File: config.mk
export PLATFORM = sky130hd
export DESIGN_NAME = region_loader
export DESIGN_NICKNAME = d
export VERILOG_FILES = /design/src/rtl/conv_pkg.sv /design/src/rtl/region_addr_gen.sv /design/src/rtl/region_loader.sv
export SDC_FILE = /design/constraint.sdc
export NUM_CORES = 1
export LEC_CHECK = 0
export BUFFER_PORTS_ARGS = -buffer_cell sky130_fd_sc_hd__buf_2
export CAP_MARGIN = 5
export CELL_PAD_IN_SITES_DETAIL_PLACEMENT = 1
export CELL_PAD_IN_SITES_GLOBAL_PLACEMENT = 1
export CORE_MARGIN = 5
export CORE_UTILIZATION = 43
export DETAILED_ROUTE_END_ITERATION = 8
export PLACE_DENSITY_LB_ADDON = 0.1
export REMOVE_ABC_BUFFERS = 1
export SYNTH_ARGS = -nofsm -noshare
export SYNTH_HDL_FRONTEND = slang
export SYNTH_HIERARCHICAL = 1
export SYNTH_SLANG_ARGS = --single-unit
export TNS_END_PERCENT = 30
File: constraint.sdc
create_clock -name clk -period 12 [get_ports clk]
set_clock_uncertainty 0.05 [all_clocks]
set_input_delay 1.2 -clock clk [delete_from_list [all_inputs] [get_ports clk]]
set_output_delay 1.2 -clock clk [all_outputs]
set_load 0.01 [all_outputs]
File: src/rtl/conv_pkg.sv
// conv_pkg: shared size codes, pixel-bus geometry, lane indexing and FSM states for the convolution path
package conv_pkg;
  localparam logic [1:0] MAT_2X2 = 2'b00;
  localparam logic [1:0] MAT_3X3 = 2'b01;
  localparam logic [1:0] MAT_4X4 = 2'b10;
  localparam logic [1:0] MAT_5X5 = 2'b11;
  localparam int PIX_BUS_W = 200;
  localparam int LANES = 25;
  localparam int LANE_W = 8;
  typedef enum logic [1:0] {IDLE, FETCH, DRAIN, HOLD} state_t;
  function automatic logic [4:0] lane_idx(input logic [2:0] r, input logic [2:0] c);
    return {2'b00, r} * 5'd5 + {2'b00, c};
  endfunction
endpackage

File: src/rtl/region_addr_gen.sv
// region_addr_gen: row-major (r,c) walker producing bounds-checked image addresses and pad flags
module region_addr_gen import conv_pkg::*; #(
  parameter int ADDR_W = 17,
  parameter int DIM_W = 10
) (
  input  logic                clk,
  input  logic                rst_n,
  input  logic                init,
  input  logic                step,
  input  logic [1:0]          matrix_size,
  input  logic [ADDR_W-1:0]   base_addr,
  input  logic [DIM_W-1:0]    img_width,
  input  logic [DIM_W-1:0]    img_height,
  input  logic signed [DIM_W:0] win_x,
  input  logic signed [DIM_W:0] win_y,
  output logic                rd_en,
  output logic [ADDR_W-1:0]   addr,
  output logic                pad,
  output logic [4:0]          lane,
  output logic                last
);
  logic [2:0] lim, r, c;
  logic [ADDR_W-1:0] base, row_off;
  logic [DIM_W-1:0] w, h;
  logic signed [DIM_W:0] wx, wy;
  logic signed [DIM_W+1:0] x, y;
  logic inb;
  always_ff @(posedge clk or negedge rst_n)
    if (!rst_n) begin
      lim <= '0;
      r <= '0;
      c <= '0;
      base <= '0;
      row_off <= '0;
      w <= '0;
      h <= '0;
      wx <= '0;
      wy <= '0;
    end else if (init) begin
      lim <= {1'b0, matrix_size} + 3'd1;
      r <= '0;
      c <= '0;
      base <= base_addr;
      w <= img_width;
      h <= img_height;
      wx <= win_x;
      wy <= win_y;
      // starting row offset needs one product; every later row is a single add
      row_off <= $signed({{(ADDR_W-DIM_W-1){win_y[DIM_W]}}, win_y}) * $signed({{(ADDR_W-DIM_W){1'b0}}, img_width});
    end else if (step) begin
      c <= (c == lim) ? 3'd0 : c + 3'd1;
      if (c == lim) begin
        r <= r + 3'd1;
        row_off <= row_off + {{(ADDR_W-DIM_W){1'b0}}, w};
      end
    end
  assign x = {wx[DIM_W], wx} + $signed({{(DIM_W-1){1'b0}}, c});
  assign y = {wy[DIM_W], wy} + $signed({{(DIM_W-1){1'b0}}, r});
  assign inb = !x[DIM_W+1] && !y[DIM_W+1] && (x[DIM_W:0] < {1'b0, w}) && (y[DIM_W:0] < {1'b0, h});
  assign rd_en = step & inb;
  assign pad = ~inb;
  assign addr = rd_en ? base + row_off + {{(ADDR_W-DIM_W-1){1'b0}}, x[DIM_W:0]} : '0;
  assign lane = lane_idx(r, c);
  assign last = (r == lim) && (c == lim);
endmodule

File: src/rtl/region_loader.sv
// region_loader: fetches an NxN image region, zero-pads outside the image and packs it onto the 5x5 pixel bus
module region_loader import conv_pkg::*; #(
  parameter int ADDR_W = 17,
  parameter int DIM_W = 10
) (
  input  logic                  clk,
  input  logic                  rst_n,
  input  logic                  start,
  input  logic [1:0]            matrix_size,
  input  logic [ADDR_W-1:0]     base_addr,
  input  logic [DIM_W-1:0]      img_width,
  input  logic [DIM_W-1:0]      img_height,
  input  logic signed [DIM_W:0] win_x,
  input  logic signed [DIM_W:0] win_y,
  output logic                  mem_rd_en,
  output logic [ADDR_W-1:0]     mem_addr,
  input  logic [7:0]            mem_rdata,
  output logic                  busy,
  output logic                  out_valid,
  input  logic                  out_ready,
  output logic [PIX_BUS_W-1:0]  pixel_out
);
  state_t state;
  logic init, pad, last, cap_v, cap_pad;
  logic [4:0] lane, cap_k;
  assign init = (state == IDLE) && start;
  region_addr_gen #(.ADDR_W(ADDR_W), .DIM_W(DIM_W)) u_gen (
    .clk(clk), .rst_n(rst_n), .init(init), .step(state == FETCH),
    .matrix_size(matrix_size), .base_addr(base_addr),
    .img_width(img_width), .img_height(img_height),
    .win_x(win_x), .win_y(win_y),
    .rd_en(mem_rd_en), .addr(mem_addr), .pad(pad), .lane(lane), .last(last)
  );
  always_ff @(posedge clk or negedge rst_n)
    if (!rst_n) begin
      state <= IDLE;
      busy <= 1'b0;
      out_valid <= 1'b0;
      pixel_out <= '0;
      cap_v <= 1'b0;
      cap_pad <= 1'b0;
      cap_k <= '0;
    end else begin
      cap_v <= state == FETCH;
      cap_pad <= pad;
      cap_k <= lane;
      // read data arrives one cycle after issue, so the lane index rides one stage behind
      if (cap_v) pixel_out[cap_k*LANE_W +: LANE_W] <= cap_pad ? '0 : mem_rdata;
      case (state)
        IDLE: if (start) begin
          state <= FETCH;
          busy <= 1'b1;
          pixel_out <= '0;
        end
        FETCH: if (last) state <= DRAIN;
        DRAIN: begin
          state <= HOLD;
          out_valid <= 1'b1;
        end
        HOLD: if (out_ready) begin
          state <= IDLE;
          busy <= 1'b0;
          out_valid <= 1'b0;
        end
        default: state <= IDLE;
      endcase
    end
endmodule
==> results by group, run 1 <==
Synthesis
  • Average size of a mapped cell: 9.75 sq um
  • Number of synthesized flops with an enable pin: 0
  • Ys Warns: 6
  • Most used flip-flop cell after synthesis: dfrtp_1
  • Mapped Area: ~19000 sq um
  • Seq/Total Area, Yosys: 38.4%
  • Seq cells post-synth: 296
  • Syn Inst Count: just under 2000
  • Synth cell types: between 70 and 80
  • Async SR Flop Fraction: 100%

Global routing
  • Initial antenna violation count: 0
  • First-pass GRT wire length: 90.8 mm
  • Vias in the first global route: between 15000 and 20000
  • Total grt overflow: 0
  • GRT Util Overall: approximately 23%
  • Largest net degree at the start of global routing: approximately 170

Finish
  • Total Nets Final: ~2500
  • Layout fillers: between 5000 and 6000
  • Layout cells sized above 1: a little over 20%
  • Commonest non-fill, non-tap cell in the layout: nand2_1
  • Commonest non-fill, non-tap cells in the layout: nand2_1, dfrtp_1, buf_2
  • Layout Area Growth over Synthesis: 16.4%
  • Ant diodes: 0

Detailed routing
  • Residual DRC: 0
  • DR iter-0 viols: approximately 780
  • Via density: between 5 and 6
  • Drt first pass iters: 4
  • Routed wire length per instance: 20.0 um
  • Final ANT Viol Nets: 0
  • Via count: 15100
  • WL final: between 50 and 60 mm

Pwr
  • Switching Fraction: between 40% and 50%
  • Design Power: 0.00546 W
  • Sw Pwr: between 0.002 and 0.0025 W
  • Clock power frac: 20.1%
  • Int Pwr: approximately 0.0030 W
  • Leak: between 10 and 15 nW
  • Worst IR Drop VDD: around 0.00028 V
  • PwrDens: 243 nW/um^2
  • Reg power frac: 24.4%
  • Gate power share: between 50% and 60%

Critical path
  • Reg2reg setup slack: roughly 7.6 ns
  • Startpoint types: flop
  • Crit path DAT: 5.16 ns
  • Worst Setup Path Type: flop to primary output
  • Worst setup EP type: primary output
  • Critical path fanouts, max: 6
  • WP data required: around 11 ns
  • Worst r2r src: cap_k[0]
  • Crit path launch: u_gen/c[0]

Die
  • # rows: 77
  • Core area: 44300 sq um
  • Die Y: approximately 220 um
  • Initial Utilization: between 40% and 50%
  • Die ar.: around 50000 sq um
  • Ports: 293
  • Die width: approximately 220 um

Placed design
  • GP Congestion: about 0.90
  • Hpwl dp: between 40 and 50 mm
  • Number of port buffers: about 290

STA
  • Final number of hold-violating endpoints: 0
  • Rel. slew slack: 30.5%
  • Final period util: between 50% and 60%
  • Unrepaired setup endpoints after global routing: no
  • Final setup fails: 0
  • Min cycle time layout: between 6 and 7 ns
  • Final Slew Violations: 0
  • Top achievable clock speed: between 0.15 and 0.2 GHz
  • Final TNS setup: 0 ns
  • Worst-margin pin slew: 1.04 ns

Min path
  • Hold Path Origin: pixel_out[12]
  • Hold/Removal Path Class: flop to flop

Clocking
  • Post-cts resize count: 0
  • CTS H-tree depth: 2
  • Reg clk slew, reported paths: roughly 0.060 ns
  • TritonCTS clock tree: yes
  • Clock Path Buffers: 3
  • Clock latency on the worst-skew pair: 0.54 ns
  • Clock sink count: 296
  • CTS buffer count: 37
  • Hold_buf cts: 0
  • CTS Root Cell: clkbuf_16
  • Post-CTS setup buffers: 0

Run status
  • Status: completed

Flow run
  • MaxCap Viol Count: 0
## cell families (layout without fill, tap and decap cells)
group / Yosys count / after routing / share of synthesized area (%)
xor+xnor: 84 / 84 / 3.92
mux: 184 / 184 / 9.78
fa+ha+maj: 204 / 204 / 16.9
flops: 296 / 296 / 38.4
buf+inv: 306 / 581 / 6.14
compound gates: 248 / 248 / 7.88
simple gates: 654 / 654 / 17.0
## Yosys cell counts (30+ instances only)
master,instances,area [sq um]
a21oi_1,77,385
and2_1,56,350
clkbuf_1,78,293
dfrtp_1,296,7410
fa_1,93,1860
ha_1,111,1390
inv_1,206,773
mux2_2,34,383
mux2i_1,150,1500
nand2_1,317,1190
nand3_1,57,285
nor2_1,59,221
nor4_1,30,188
o21ai_0,89,445
xnor2_1,47,412
xor2_1,36,315
## sequential cells by signal, summed over array words and instances (netlist names), 5 cells and up
| signal | flops |
|---|---|
| u_gen/h | 10 |
| cap_k | 5 |
| u_gen/wx | 11 |
| u_gen/base | 17 |
| u_gen/wy | 11 |
| pixel_out | 200 |
| u_gen/w | 10 |
| u_gen/row_off | 17 |
## final timing paths
path,end,depth (start not counted)
setup / recovery,mem_addr[15],20
hold / removal,pixel_out[12],1
setup reg to reg,pixel_out[20],9
min in group asynchronous,pixel_out[162],1
max in group asynchronous,state[0],2
hold reg to reg,pixel_out[12],1
## power groups by stage
stage | Combinational (W) | Sequential, W | Clock, W
6_report | 0.00303 | 0.00133 | 0.00110
4_1_cts | 0.00310 | 0.00133 | 0.00113
3_3_place_gp | 0.00297 | 0.00135 | 0
5_1_grt | 0.00345 | 0.00135 | 0.00117
3_5_place_dp | 0.00307 | 0.00135 | 0
2_1_floorplan | 0.00229 | 0.00129 | 0
## routing by layer
metal | vias to the layer above | GRT usage [%] | routed length (um)
met1 | 7663 | 27.8 | 23400
met2 | 267 | 41.5 | 30000
met4 | 0 | 6.50 | 1620
met5 | - | 0 | 0
li1 | 7069 | - | -
met3 | 88 | 3.47 | 1940
## layout make-up
class,count,area (sq um),area share (%)
Clock inverter,15,144,0.642
Inverter,207,779,3.48
Sequential cell,296,7410,33.0
Timing Repair Buffer,308,1600,7.15
Clock buffer,51,1050,4.68
Multi-Input combinational cell,1374,10700,47.7
Tap cell,592,741,3.30
## worst max-delay path, cell delays in order (launching register included)
cell and delay, ns:
dfrtp_1 0.48, ha_1 0.22, inv_1 0.06, fa_1 0.41, nor2b_1 0.15, or2_2 0.15, nand2_1 0.06, xnor2_1 0.23
inv_1 0.08, fa_1 0.48, inv_1 0.04, ha_1 0.28, inv_1 0.10, o21bai_1 0.14, a2111oi_0 0.68, o31ai_1 0.22
o22ai_1 0.30, o21ai_0 0.17, xnor2_1 0.14, nor2_1 0.09, buf_2 0.14
## stage by stage
| step | area, sq um | cells | setup WS [ns] | util (%) | hold slack [ns] |
|---|---|---|---|---|---|
| after floorplan | 18900 | 1877 | 1.98 | - | 0.432 |
| after global placement | 21200 | 2777 | 5.94 | 47.9 | 0.435 |
| after detailed placement | 21200 | 2777 | 5.69 | 47.9 | 0.437 |
| after CTS | 22400 | 2843 | 5.50 | 50.6 | 0.450 |
| after global routing | 22400 | 2843 | 5.04 | 50.6 | 0.464 |
| final | 22400 | 2843 | 5.59 | 50.6 | 0.447 |
Power figures use the tool's default switching activity.
==> inputs of run 2 (changes only) <==
- clock period: 12 -> 6 ns (I/O delays scaled with it)
==> run 2 against run 1 <==
Cell area rose by 0.36%. Sequential power rose by 100%. Final cell count rose by 0.11%. Combinational power rose by 100%. Sequential share of layout area fell by 0.12 points. Critical path type unchanged.
==> results by group, run 2 (synthesis results as in run 1) <==
Run status
  • Status: completed

Global routing
  • Initial antenna violation count: 0
  • Vias in the first global route: 16100
  • Largest net degree at the start of global routing: approximately 170
  • First-pass GRT wire length: just over 90 mm
  • Total grt overflow: 0
  • GRT Util Overall: 22.8%

STA
  • Worst-margin pin slew: just over 1 ns
  • Final period util: 94.3%
  • Final setup fails: 0
  • Final number of hold-violating endpoints: 0
  • Final Slew Violations: 0
  • Final WS setup: between 0.3 and 0.4 ns
  • Rel. slew slack: a little under a third
  • Top achievable clock speed: around 0.18 GHz
  • Min cycle time layout: roughly 5.7 ns
  • Unrepaired setup endpoints after global routing: no

Critical path
  • Worst path slowest cell: a21oi_1
  • WP data required: around 5.4 ns
  • Most frequent CP cell: nor2_1
  • Critical path fanouts, max: 6
  • Worst Setup Path Type: flop to primary output
  • Startpoint types: flop
  • CP delay by family, top: compound AO/OA/AOI/OAI gates
  • Buf+Inv Stages, Crit Path: 3
  • Slowest cell delay on critical path: ~0.5 ns
  • Critical-path cell list: ha_1 > a21o_1 > a21oi_1 > nor2_1 > xor2_1 > inv_1 > fa_1 > inv_1 > ha_1 > or3_1 > or3_1 > a311oi_1 > nor2_1 > a31oi_1 > xnor2_1 > nor2_1 > buf_2
  • Crit path DAT: 5.01 ns
  • Worst setup EP type: primary output

Detailed routing
  • WL final: around 57 mm
  • DR iter-0 viols: ~800
  • Residual DRC: 0
  • Final ANT Viol Nets: 0
  • Routed wire length per instance: 20.2 um
  • Via density: approximately 5.3
  • Via count: 15100
  • Drt first pass iters: 6

Die
  • Die ar.: 49200 sq um
  • Die Y: between 200 and 250 um
  • # rows: 77
  • Ports: ~290
  • Initial Utilization: between 40% and 50%
  • Core area: about 44000 sq um
  • Die width: around 220 um

Pwr
  • Leak: roughly 12 nW
  • PwrDens: 492 nW/um^2
  • Worst IR Drop VDD: about 0.00045 V

Finish
  • Biggest regs: pixel_out: 200 flops, u_gen/base: 17 flops, u_gen/row_off: 17 flops
  • Layout Area Growth over Synthesis: 16.8%
  • Commonest non-fill, non-tap cell in the layout: nand2_1
  • Ant diodes: 0
  • Post-Layout Cell Count: between 2000 and 3000
  • Commonest non-fill, non-tap cells in the layout: nand2_1, dfrtp_1, buf_2
  • Top reg by flops: pixel_out
  • Finished Cell Area: about 23000 sq um
  • Layout cells sized above 1: ~20%
  • Total Nets Final: around 2500
  • Largest register FFs: 200
  • Core Util, Final: between 50% and 60%

Placed design
  • Hpwl dp: 43.2 mm
  • GP Congestion: between 0.8 and 0.9
  • Pre-CTS setup slack: around 0.45 ns
  • Number of port buffers: a little under 300
  • Placed instance count: 2780
  • Post-placement cell area: between 20000 and 25000 sq um

Clocking
  • CTS Root Cell: clkbuf_16
  • CTS buffer count: 37
  • Post-CTS setup buffers: 0
  • Reg clk slew, reported paths: ~0.060 ns
  • CTS H-tree depth: 2
  • Clock sink count: 296
  • Clock Path Buffers: 3
  • TritonCTS clock tree: yes
  • Clock latency on the worst-skew pair: between 0.5 and 0.6 ns

Min path
  • Hold/Removal Path Class: input port to flop

Flow run
  • MaxCap Viol Count: 0
run 2: cell types whose count changed in the layout (fill, tap and decap cells not counted), sizes merged:
cell	before	now
buf	308	311
clkbuf	51	52
clkinv	7	8
clkinvlp	3	2
dlygate4sd3	0	1
inv	210	208
run 2: worst paths after layout:
kind / start / end / slack, ns / cells after the start
worst max-delay path: u_gen/c[1] / mem_addr[16] / 0.34 / 17
worst min-delay path: img_height[4] / u_gen/h[4] / 0.22 / 3
worst max register to register: cap_k[0] / pixel_out[13] / 1.62 / 9
worst min register to register: pixel_out[14] / pixel_out[14] / 0.45 / 1
max in group asynchronous: rst_n / pixel_out[43] / 3.99 / 3
min in group asynchronous: rst_n / pixel_out[162] / 0.55 / 2
run 2: per-layer routing:
| layer | GRT usage (%) | up-vias | wire [um] |
|---|---|---|---|
| li1 | - | 7060 | - |
| met1 | 28.2 | 7671 | 23600 |
| met2 | 42.1 | 253 | 30500 |
| met3 | 2.98 | 79 | 1780 |
| met4 | 5.79 | 0 | 1450 |
| met5 | 0 | - | 0 |
run 2: metrics by stage:
stage,setup TNS (ns),hold WS (ns),power (W)
final,0,0.220,0.0111
after global routing,0,0.222,0.0121
after CTS,0,0.187,0.0112
after detailed placement,0,0.444,0.00885
after global placement,0,0.439,0.00865
after floorplan,-370.33,0.254,0.00716
run 2: final cells by class:
type | count | area (sq um)
clock buffer | 52 | 1070
clock inverter | 13 | 146
fill | 5115 | 21800
inverter | 207 | 779
multi-input combinational | 1374 | 10700
sequential | 296 | 7410
tap | 592 | 741
timing repair buffer | 312 | 1640
run 2: what timing repair did:
action                     CTS  global route
hold buffers                 1             0
resized for setup            1             3
setup endpoints to repair    1             1
hold endpoints to repair    68             0
run 2: power by group:
group	leakage (nW)	total (W)	internal [W]	switching [W]
clock	0.598	0.00222	0.00134	0.000888
combinational	7.39	0.00619	0.00242	0.00377
sequential	3.95	0.00266	0.00232	0.000337
total	11.9	0.0111	0.00608	0.00500
run 2: worst reg2reg max path, cell delays in order (launching register included):
cell and delay, ns:
dfrtp_1 0.70, inv_1 0.10, ha_1 0.38, nand2b_1 0.24, nor2_1 0.07, ha_1 0.33, and3b_1 0.70, nand4_1 0.95
nor4_1 0.66, a31o_1 0.15
